File: src/rtl/dataflow_switch_ctrl_if.sv
// Control/status bundle between the source-select requester and the switch
// controller: request inputs, per-source activity, and the registered select.
interface dataflow_switch_ctrl_if;
    logic       i_sel_req;
    logic       i_force;
    logic       hs_clk_en_a;
    logic       hs_data_en_a;
    logic [1:0] lp0_out_a;
    logic       hs_clk_en_b;
    logic       hs_data_en_b;
    logic [1:0] lp0_out_b;
    logic       o_state;
    logic       o_busy;
    logic       o_switch_done;
    logic       o_timeout;

    modport master (
        output i_sel_req, i_force,
        output hs_clk_en_a, hs_data_en_a, lp0_out_a,
        output hs_clk_en_b, hs_data_en_b, lp0_out_b,
        input  o_state, o_busy, o_switch_done, o_timeout
    );

    modport slave (
        input  i_sel_req, i_force,
        input  hs_clk_en_a, hs_data_en_a, lp0_out_a,
        input  hs_clk_en_b, hs_data_en_b, lp0_out_b,
        output o_state, o_busy, o_switch_done, o_timeout
    );
endinterface

File: src/rtl/dataflow_switch_ctrl.sv
// Source-select controller for the DataFlow_Switch mux: moves o_state only once
// both sources have been idle long enough, with force, settle and timeout paths.
module dataflow_switch_ctrl #(
    parameter int IDLE_CYCLES    = 16,
    parameter int SETTLE_CYCLES  = 8,
    parameter int TIMEOUT_CYCLES = 4096
) (
    input  logic                  i_clk,
    input  logic                  i_rst_n,
    dataflow_switch_ctrl_if.slave sw
);
    localparam int IW = $clog2(IDLE_CYCLES) + 1;
    localparam int TW = $clog2(TIMEOUT_CYCLES) + 1;
    localparam int SW = $clog2(SETTLE_CYCLES) + 1;

    typedef enum logic [1:0] {RUN, WAIT_IDLE, SETTLE} fsm_e;

    fsm_e          fsm_q, fsm_d;
    logic          state_q, state_d;
    logic          busy_q, busy_d;
    logic          done_q, done_d;
    logic          timeout_q, timeout_d;
    logic          blocked_q, blocked_d;
    logic [IW-1:0] idle_cnt_q, idle_cnt_d;
    logic [TW-1:0] to_cnt_q, to_cnt_d;
    logic [SW-1:0] settle_cnt_q, settle_cnt_d;

    logic          idle_a, idle_b, both_idle, mismatch;
    logic [IW-1:0] idle_inc;
    logic [TW-1:0] to_inc;
    logic [SW-1:0] settle_inc;

    assign idle_a    = !sw.hs_data_en_a && !sw.hs_clk_en_a && (sw.lp0_out_a == 2'b11);
    assign idle_b    = !sw.hs_data_en_b && !sw.hs_clk_en_b && (sw.lp0_out_b == 2'b11);
    assign both_idle = idle_a && idle_b;
    assign mismatch  = (sw.i_sel_req != state_q);

    // Saturating increments; the terminal compares fire before saturation is reached.
    assign idle_inc   = (idle_cnt_q   == '1) ? idle_cnt_q   : idle_cnt_q   + IW'(1);
    assign to_inc     = (to_cnt_q     == '1) ? to_cnt_q     : to_cnt_q     + TW'(1);
    assign settle_inc = (settle_cnt_q == '1) ? settle_cnt_q : settle_cnt_q + SW'(1);

    always_comb begin
        fsm_d        = fsm_q;
        state_d      = state_q;
        busy_d       = busy_q;
        done_d       = 1'b0;
        timeout_d    = 1'b0;
        blocked_d    = blocked_q;
        idle_cnt_d   = idle_cnt_q;
        to_cnt_d     = to_cnt_q;
        settle_cnt_d = settle_cnt_q;
        case (fsm_q)
            RUN: begin
                if (mismatch && !blocked_q) begin
                    busy_d       = 1'b1;
                    idle_cnt_d   = '0;
                    to_cnt_d     = '0;
                    settle_cnt_d = '0;
                    if (sw.i_force) begin
                        state_d = ~state_q;
                        fsm_d   = SETTLE;
                    end else begin
                        fsm_d   = WAIT_IDLE;
                    end
                end else if (!mismatch) begin
                    blocked_d = 1'b0;
                end
            end
            WAIT_IDLE: begin
                // Cancel beats force beats idle completion beats timeout.
                if (!mismatch) begin
                    fsm_d  = RUN;
                    busy_d = 1'b0;
                end else if (sw.i_force || (both_idle && idle_inc == IW'(IDLE_CYCLES))) begin
                    state_d      = ~state_q;
                    fsm_d        = SETTLE;
                    settle_cnt_d = '0;
                end else if (to_inc == TW'(TIMEOUT_CYCLES)) begin
                    fsm_d     = RUN;
                    busy_d    = 1'b0;
                    timeout_d = 1'b1;
                    blocked_d = 1'b1;
                end else begin
                    idle_cnt_d = both_idle ? idle_inc : '0;
                    to_cnt_d   = to_inc;
                end
            end
            SETTLE: begin
                if (settle_inc == SW'(SETTLE_CYCLES)) begin
                    fsm_d        = RUN;
                    busy_d       = 1'b0;
                    done_d       = 1'b1;
                    settle_cnt_d = '0;
                end else begin
                    settle_cnt_d = settle_inc;
                end
            end
            default: begin
                fsm_d  = RUN;
                busy_d = 1'b0;
            end
        endcase
    end

    always_ff @(posedge i_clk or negedge i_rst_n) begin
        if (!i_rst_n) begin
            fsm_q        <= RUN;
            state_q      <= 1'b0;
            busy_q       <= 1'b0;
            done_q       <= 1'b0;
            timeout_q    <= 1'b0;
            blocked_q    <= 1'b0;
            idle_cnt_q   <= '0;
            to_cnt_q     <= '0;
            settle_cnt_q <= '0;
        end else begin
            fsm_q        <= fsm_d;
            state_q      <= state_d;
            busy_q       <= busy_d;
            done_q       <= done_d;
            timeout_q    <= timeout_d;
            blocked_q    <= blocked_d;
            idle_cnt_q   <= idle_cnt_d;
            to_cnt_q     <= to_cnt_d;
            settle_cnt_q <= settle_cnt_d;
        end
    end

    assign sw.o_state       = state_q;
    assign sw.o_busy        = busy_q;
    assign sw.o_switch_done = done_q;
    assign sw.o_timeout     = timeout_q;
endmodule

File: src/flat_wrapper.sv
// flat-port wrapper written by rule: the top's interface ports become plain ports
module dataflow_switch_ctrl_flat 
#(
    parameter int IDLE_CYCLES    = 16,
    parameter int SETTLE_CYCLES  = 8,
    parameter int TIMEOUT_CYCLES = 4096
)
  (i_clk, i_rst_n, sw_i_sel_req, sw_i_force, sw_hs_clk_en_a, sw_hs_data_en_a, sw_lp0_out_a, sw_hs_clk_en_b, sw_hs_data_en_b, sw_lp0_out_b, sw_o_state, sw_o_busy, sw_o_switch_done, sw_o_timeout);
  dataflow_switch_ctrl_if sw_i ();
  input  logic i_clk;
  input  logic i_rst_n;
  input wire logic [$bits(sw_i.i_sel_req)-1:0] sw_i_sel_req;
  input wire logic [$bits(sw_i.i_force)-1:0] sw_i_force;
  input wire logic [$bits(sw_i.hs_clk_en_a)-1:0] sw_hs_clk_en_a;
  input wire logic [$bits(sw_i.hs_data_en_a)-1:0] sw_hs_data_en_a;
  input wire logic [$bits(sw_i.lp0_out_a)-1:0] sw_lp0_out_a;
  input wire logic [$bits(sw_i.hs_clk_en_b)-1:0] sw_hs_clk_en_b;
  input wire logic [$bits(sw_i.hs_data_en_b)-1:0] sw_hs_data_en_b;
  input wire logic [$bits(sw_i.lp0_out_b)-1:0] sw_lp0_out_b;
  output wire logic [$bits(sw_i.o_state)-1:0] sw_o_state;
  output wire logic [$bits(sw_i.o_busy)-1:0] sw_o_busy;
  output wire logic [$bits(sw_i.o_switch_done)-1:0] sw_o_switch_done;
  output wire logic [$bits(sw_i.o_timeout)-1:0] sw_o_timeout;
  assign sw_i.i_sel_req = sw_i_sel_req;
  assign sw_i.i_force = sw_i_force;
  assign sw_i.hs_clk_en_a = sw_hs_clk_en_a;
  assign sw_i.hs_data_en_a = sw_hs_data_en_a;
  assign sw_i.lp0_out_a = sw_lp0_out_a;
  assign sw_i.hs_clk_en_b = sw_hs_clk_en_b;
  assign sw_i.hs_data_en_b = sw_hs_data_en_b;
  assign sw_i.lp0_out_b = sw_lp0_out_b;
  assign sw_o_state = sw_i.o_state;
  assign sw_o_busy = sw_i.o_busy;
  assign sw_o_switch_done = sw_i.o_switch_done;
  assign sw_o_timeout = sw_i.o_timeout;
  dataflow_switch_ctrl #(.IDLE_CYCLES(IDLE_CYCLES), .SETTLE_CYCLES(SETTLE_CYCLES), .TIMEOUT_CYCLES(TIMEOUT_CYCLES)) u_core (.i_clk(i_clk), .i_rst_n(i_rst_n), .sw(sw_i));
endmodule
File: config.mk
export PLATFORM = sky130hd
export DESIGN_NAME = dataflow_switch_ctrl_flat
export DESIGN_NICKNAME = d
export VERILOG_FILES = /design/src/rtl/dataflow_switch_ctrl_if.sv /design/src/rtl/dataflow_switch_ctrl.sv /design/src/flat_wrapper.sv
export SDC_FILE = /design/constraint.sdc
export NUM_CORES = 1
export LEC_CHECK = 0
export ABC_AREA = 1
export CORE_MARGIN = 4
export CORE_UTILIZATION = 45
export CTS_CLUSTER_DIAMETER = 100
export CTS_CLUSTER_SIZE = 24
export DETAILED_ROUTE_END_ITERATION = 8
export PLACE_DENSITY = 0.74
export SYNTH_ARGS = -nofsm -noshare
export SYNTH_HDL_FRONTEND = slang
export SYNTH_SLANG_ARGS = --single-unit
export TNS_END_PERCENT = 50
File: constraint.sdc
create_clock -name i_clk -period 6.78 [get_ports i_clk]
set_clock_uncertainty 0.2 [all_clocks]
set_input_delay 1.356 -clock i_clk [delete_from_list [all_inputs] [get_ports i_clk]]
set_output_delay 1.356 -clock i_clk [all_outputs]
set_load 0.03 [all_outputs]
**After elaboration in Yosys (flattened, before gate mapping)**

Cells that the tools add are included.

- Register bits after elaboration: 29
- Input bits: 12
- Output and inout bits: 4
- Logic and storage cells: 108

- Add/sub/neg operators: 3
- Eq/ne operators: 24
- Muxes and demuxes: 49
- Bitwise gates (word level): 1
- Reduce and logical (&&, ||, !) cells: 22

Operator list:

| operator | count |
|---|---|
| $mux W13 | 5 |
| $mux W5 | 6 |
| $eq A13 B13 Y1 const B | 2 |
| $pmux W13 S2 | 1 |
| $mux W1 | 20 |
| $mux W4 | 5 |
| $add A13 B1 Y13 const B | 1 |
| $mux W2 | 6 |
| $pmux W4 S3 | 1 |
| $eq A5 B5 Y1 const B | 2 |
| $ne A2 B1 Y1 const B | 5 |
| $ne A2 B2 Y1 const B | 5 |
| $pmux W5 S2 | 1 |
| $reduce_and A5 Y1 | 2 |
| $eq A4 B4 Y1 const B | 2 |
| $reduce_and A4 Y1 | 2 |
| $logic_and A1 B1 Y1 | 7 |
| $eq A2 B2 Y1 const B | 3 |
| $ne A3 B3 Y1 const B | 2 |
| $pmux W2 S3 | 1 |
| $reduce_and A6 Y1 | 1 |
| $add A5 B1 Y5 const B | 1 |
| $logic_not A1 Y1 | 5 |
| $add A4 B1 Y4 const B | 1 |
| other kinds (11) | 12 |

**Depth between registers and ports, before layout**

- Word-level depth: 9
- Depth in mapped cells: 15
- Gate-level depth less buffers: 15

**Worst setup path after synthesis**

OpenSTA, ideal clock, no wires.

- Path type: input to register
- Start point: input port sw_i_sel_req
- End point: register u_core.to_cnt_q[3]
- Library setup time: 0.117 ns
- Arrival time: 2.402 ns
- Data required time: 6.463 ns
- Path slack: 4.061 ns
- Cell stages on the path: 11
- Buffers on the path: 1
- Path through: or2_2 -> nand2_1 -> nor2_1 -> inv_1 -> nand2_1 -> nand2_1 -> a21oi_4 -> nand2_4 -> buf_8 -> nand2_1 -> nand2_1

- Cells in the longest elaborated chain, start to end: 4
- Elaborated cells on any way between the ends: 5
- Classes of those cells: eq/ne (3); reduce/logical (2)

RTL lines:

| element | RTL line | source |
|---|---|---|
| from (decl) | flat_wrapper.sv:12 | `input wire logic [$bits(sw_i.i_sel_req)-1:0] sw_i_sel_req;` |
| $ne A1 B1 Y1 (*) | dataflow_switch_ctrl.sv:36 | `assign mismatch = (sw.i_sel_req != state_q);` |
| $logic_and A1 B1 Y1 | dataflow_switch_ctrl.sv:55 | `if (mismatch && !blocked_q) begin` |
| $ne A2 B1 Y1 (no source line) | -- |  |
| $reduce_and A5 Y1 (no source line) (*) | -- |  |
| to (signal assigned) | dataflow_switch_ctrl.sv:125 | `to_cnt_q <= to_cnt_d;` |
| to (decl) | dataflow_switch_ctrl.sv:25 | `logic [TW-1:0] to_cnt_q, to_cnt_d;` |

Mark *: on every way between the ends. The rest lies on a longest branch, timed or not.
A chain may end at the register's enable or synchronous reset.

**Worst setup path in the final report**

- Start point: input port sw_i_sel_req
- End point: register u_core.to_cnt_q[11]

The elaborated chain is that of the path after synthesis.

==> impl_metrics.env <==
export IMPL_worst_path_largest_cell_delay_ns=0.48
export IMPL_worstHoldStart="u_core.blocked_q"
export IMPL_crit_top_cell="nand2_1"
export IMPL_finalCriticalPeriod_ns=3.257
export IMPL_rsz0062_at_grt="no"
export IMPL_antenna_found_initial=0
export IMPL_worst_slew_pin_slew_ns=0.9201
export IMPL_cp_arrival_ns=3.23
export IMPL_async_flop_share=1.000
export IMPL_syn_avg_cell_area_um2=6.724
export IMPL_setup_violations=0
export IMPL_synth_edf_count=0
export IMPL_max_freq_mhz=307.0
export IMPL_io_pins=16
export IMPL_cts_sinks=29
export IMPL_powerDensity_nw_per_um2=246.4
export IMPL_synth_warnings=0
export IMPL_clkPwrFrac=0.254
export IMPL_power_switching_uw=242.2
export IMPL_fp_dieW_um=76.94
export IMPL_fin_tns_setup_ns=0
export IMPL_post_cts_buffers=0
export IMPL_cp_max_fo=19
export IMPL_ys_seq_elements=29
export IMPL_clk_latency_ns=0.29
export IMPL_cts_hold_buf=0
export IMPL_area_growth_pct=13.34
export IMPL_cap_violations=0
export IMPL_die_area_um2=5919
export IMPL_crit_family="simple AND/OR/NAND/NOR gates"
export IMPL_peakVddDrop_mv=0.2597
export IMPL_ff2ff_path_depth=13
export IMPL_wl_met3_um=209
export IMPL_htree_levels=2
export IMPL_hold_path_depth=2
export IMPL_critPathKind="input pin to flop"
export IMPL_drc=0
export IMPL_crit_slowest_cell="clkdlybuf4s50_1"
export IMPL_drive_gt1_frac=0.1039
export IMPL_synth_top_area_cell="dfrtp_1"
export IMPL_antenna_cells=0
export IMPL_pre_cts_ws_ns=3.271
export IMPL_r2r_start="u_core.to_cnt_q[0]"
export IMPL_setup_slack_ns=3.523
export IMPL_routed_wl_mm=4.797
export IMPL_hp_class="flop to flop"
export IMPL_root_buffer="clkbuf_8"
export IMPL_vias_per_cell=5.226
export IMPL_synthFlopType="dfrtp_1"
export IMPL_io_buffers=15
export IMPL_run_status="complete, no violations"
export IMPL_syn_instance_count=318
export IMPL_vias=2033
export IMPL_synth_area_leaders="dfrtp_1, nand2_1, nand3_1, nor2_1, inv_1"
export IMPL_wire_per_inst_um=12.33
export IMPL_critPathCaptureType="flop"
export IMPL_synth_seq_area_share=0.3394
export IMPL_cts_resized=0
export IMPL_p_comb_frac=0.373
export IMPL_wl_met2_mm=2.204
export IMPL_hold_slack_ns=0.2799
export IMPL_p_seq_frac=0.372
export IMPL_place_hpwl_mm=3.652
export IMPL_nets=351
export IMPL_r2r_slack_ns=4.04
export IMPL_place_congestion=0.8824
export IMPL_rows=24
export IMPL_grt_pass1_wl_mm=8.376
export IMPL_core_um2=4474
export IMPL_path_buf_inv=2
export IMPL_leakagePower_uw=0.001247
export IMPL_ys_types=28
export IMPL_wl_met1_mm=2.284
export IMPL_crit_chain="clkdlybuf4s50_1 -> or2_2 -> nand2_1 -> nor2_1 -> inv_1 -> nand2_1 -> nand2_1 -> a21oi_4 -> nand2_4 -> nand2_1 -> nand2_1"
export IMPL_fin_crit_sh=0.4805
export IMPL_grt_max_degree=30
export IMPL_fp_dieH_um=76.94
export IMPL_cts_made_buffers=5
export IMPL_dr_pass1_iters=4
export IMPL_netlist_area_um2=2138
export IMPL_ant_nets=0
export IMPL_critPathRequiredTime_ns=6.76
export IMPL_slew_headroom=0.3843
export IMPL_place_area_um2=2327
export IMPL_drtIter0Drc=145
export IMPL_cts_tree="yes"
export IMPL_yosysMostFrequentCell="nand2_1"
export IMPL_yosysTopAreaCellShare=0.3394
export IMPL_intPower_uw=354.9
export IMPL_cts_max_path_buffers=2
export IMPL_p_sw_frac=0.4056
export IMPL_final_util=0.5417
export IMPL_gr_usage_all_layers=0.1741
export IMPL_highest_layer="met4"
export IMPL_report_final_slew_viol_count=0
export IMPL_overflow=0
export IMPL_synth_fp_nets=333
export IMPL_min_to="u_core.blocked_q"
export IMPL_start_kind="input pin"
export IMPL_start_util=0.4779
export IMPL_final_area_um2=2424
export IMPL_synth_common_cells="nand2_1, nor2_1, nand3_1"
export IMPL_r2r_end="u_core.to_cnt_q[11]"
export IMPL_timing_hold_violations_final=0
export IMPL_clk_pin_slew_ns=0.06
export IMPL_grt_pass1_vias=1916
layout make-up:
cell class / count / area, µm²
clock inverters: 2 / 13.76
clock buffers: 6 / 82.58
flip-flops and latches: 29 / 725.7
repair buffers: 16 / 157.7
well taps: 52 / 65.06
fillers: 429 / 2051
inverters: 35 / 131.4
multi-input cells: 249 / 1247
how the worst max path moves through the flow:
stage | to | depth (start not counted) | slack [ns] | start
after floorplan | u_core.to_cnt_q[3] | 11 | 4.06 | sw_i_sel_req
after global placement | u_core.to_cnt_q[6] | 11 | 3.34 | sw_i_sel_req
after detailed placement | u_core.idle_cnt_q[3] | 11 | 3.27 | sw_i_sel_req
after CTS | u_core.to_cnt_q[11] | 11 | 3.58 | sw_i_sel_req
after global routing | u_core.to_cnt_q[8] | 11 | 3.34 | sw_i_sel_req
final | u_core.to_cnt_q[11] | 11 | 3.52 | sw_i_sel_req
per-layer routing:
layer,track usage,vias up
met5,0,-
met4,0.08514,0
met3,0.03747,10
met2,0.2683,41
met1,0.2307,929
li1,-,1053
sequential cells by signal (all words and copies together) (netlist names):
signal,count
u_core.to_cnt_q,13
u_core.idle_cnt_q,5
u_core.settle_cnt_q,4
u_core.fsm_q,2
u_core.blocked_q,1
u_core.sw.o_busy,1
u_core.sw.o_state,1
u_core.sw.o_switch_done,1
u_core.sw.o_timeout,1
through the flow:
stage	std cells	total power, µW
4_1_cts	389	602.9
3_5_place_dp	381	447.5
3_3_place_gp	381	440.5
5_1_grt	389	643.1
6_report	389	597.1
2_1_floorplan	318	395.6
power groups by stage:
stage | combinational [µW] | sequential, µW | clock (µW)
6_report | 223 | 222 | 152
5_1_grt | 253 | 227 | 163
4_1_cts | 222 | 222 | 158
3_5_place_dp | 222 | 225 | 0
3_3_place_gp | 215 | 226 | 0
2_1_floorplan | 162 | 234 | 0
placed cells by master (no fill, tap or decap), drive strengths merged:
master	synthesis	final
nand3	40	40
nand3b	2	2
nand2	111	111
buf	4	1
inv	35	35
xnor2	4	4
o21ai	7	7
clkbuf	1	6
nor4	1	1
nor3	3	3
nor2	51	51
o22ai	2	2
or2	1	1
ha	3	3
clkdlybuf4s50	0	15
nand4	15	15
dfrtp	29	29
clkinv	0	2
a21oi	4	4
xor2	5	5
worst min-delay path, cell delays in order (launching register included):
cell	delay [ns]
dfrtp_1	0.34
nand2_1	0.06
nand2_1	0.05
cells by family (layout without fill, tap and decap cells):
kind of cell | after synthesis | after routing | synth area share
AO/OA/AOI/OAI | 13 | 13 | 0.03686
adder cells (fa/ha/maj) | 3 | 3 | 0.01756
buffers and inverters | 40 | 59 | 0.07723
XOR/XNOR | 9 | 9 | 0.03686
AND/OR/NAND/NOR | 224 | 224 | 0.4921
flip-flops | 29 | 29 | 0.3394
Power figures use the tool's default switching activity.
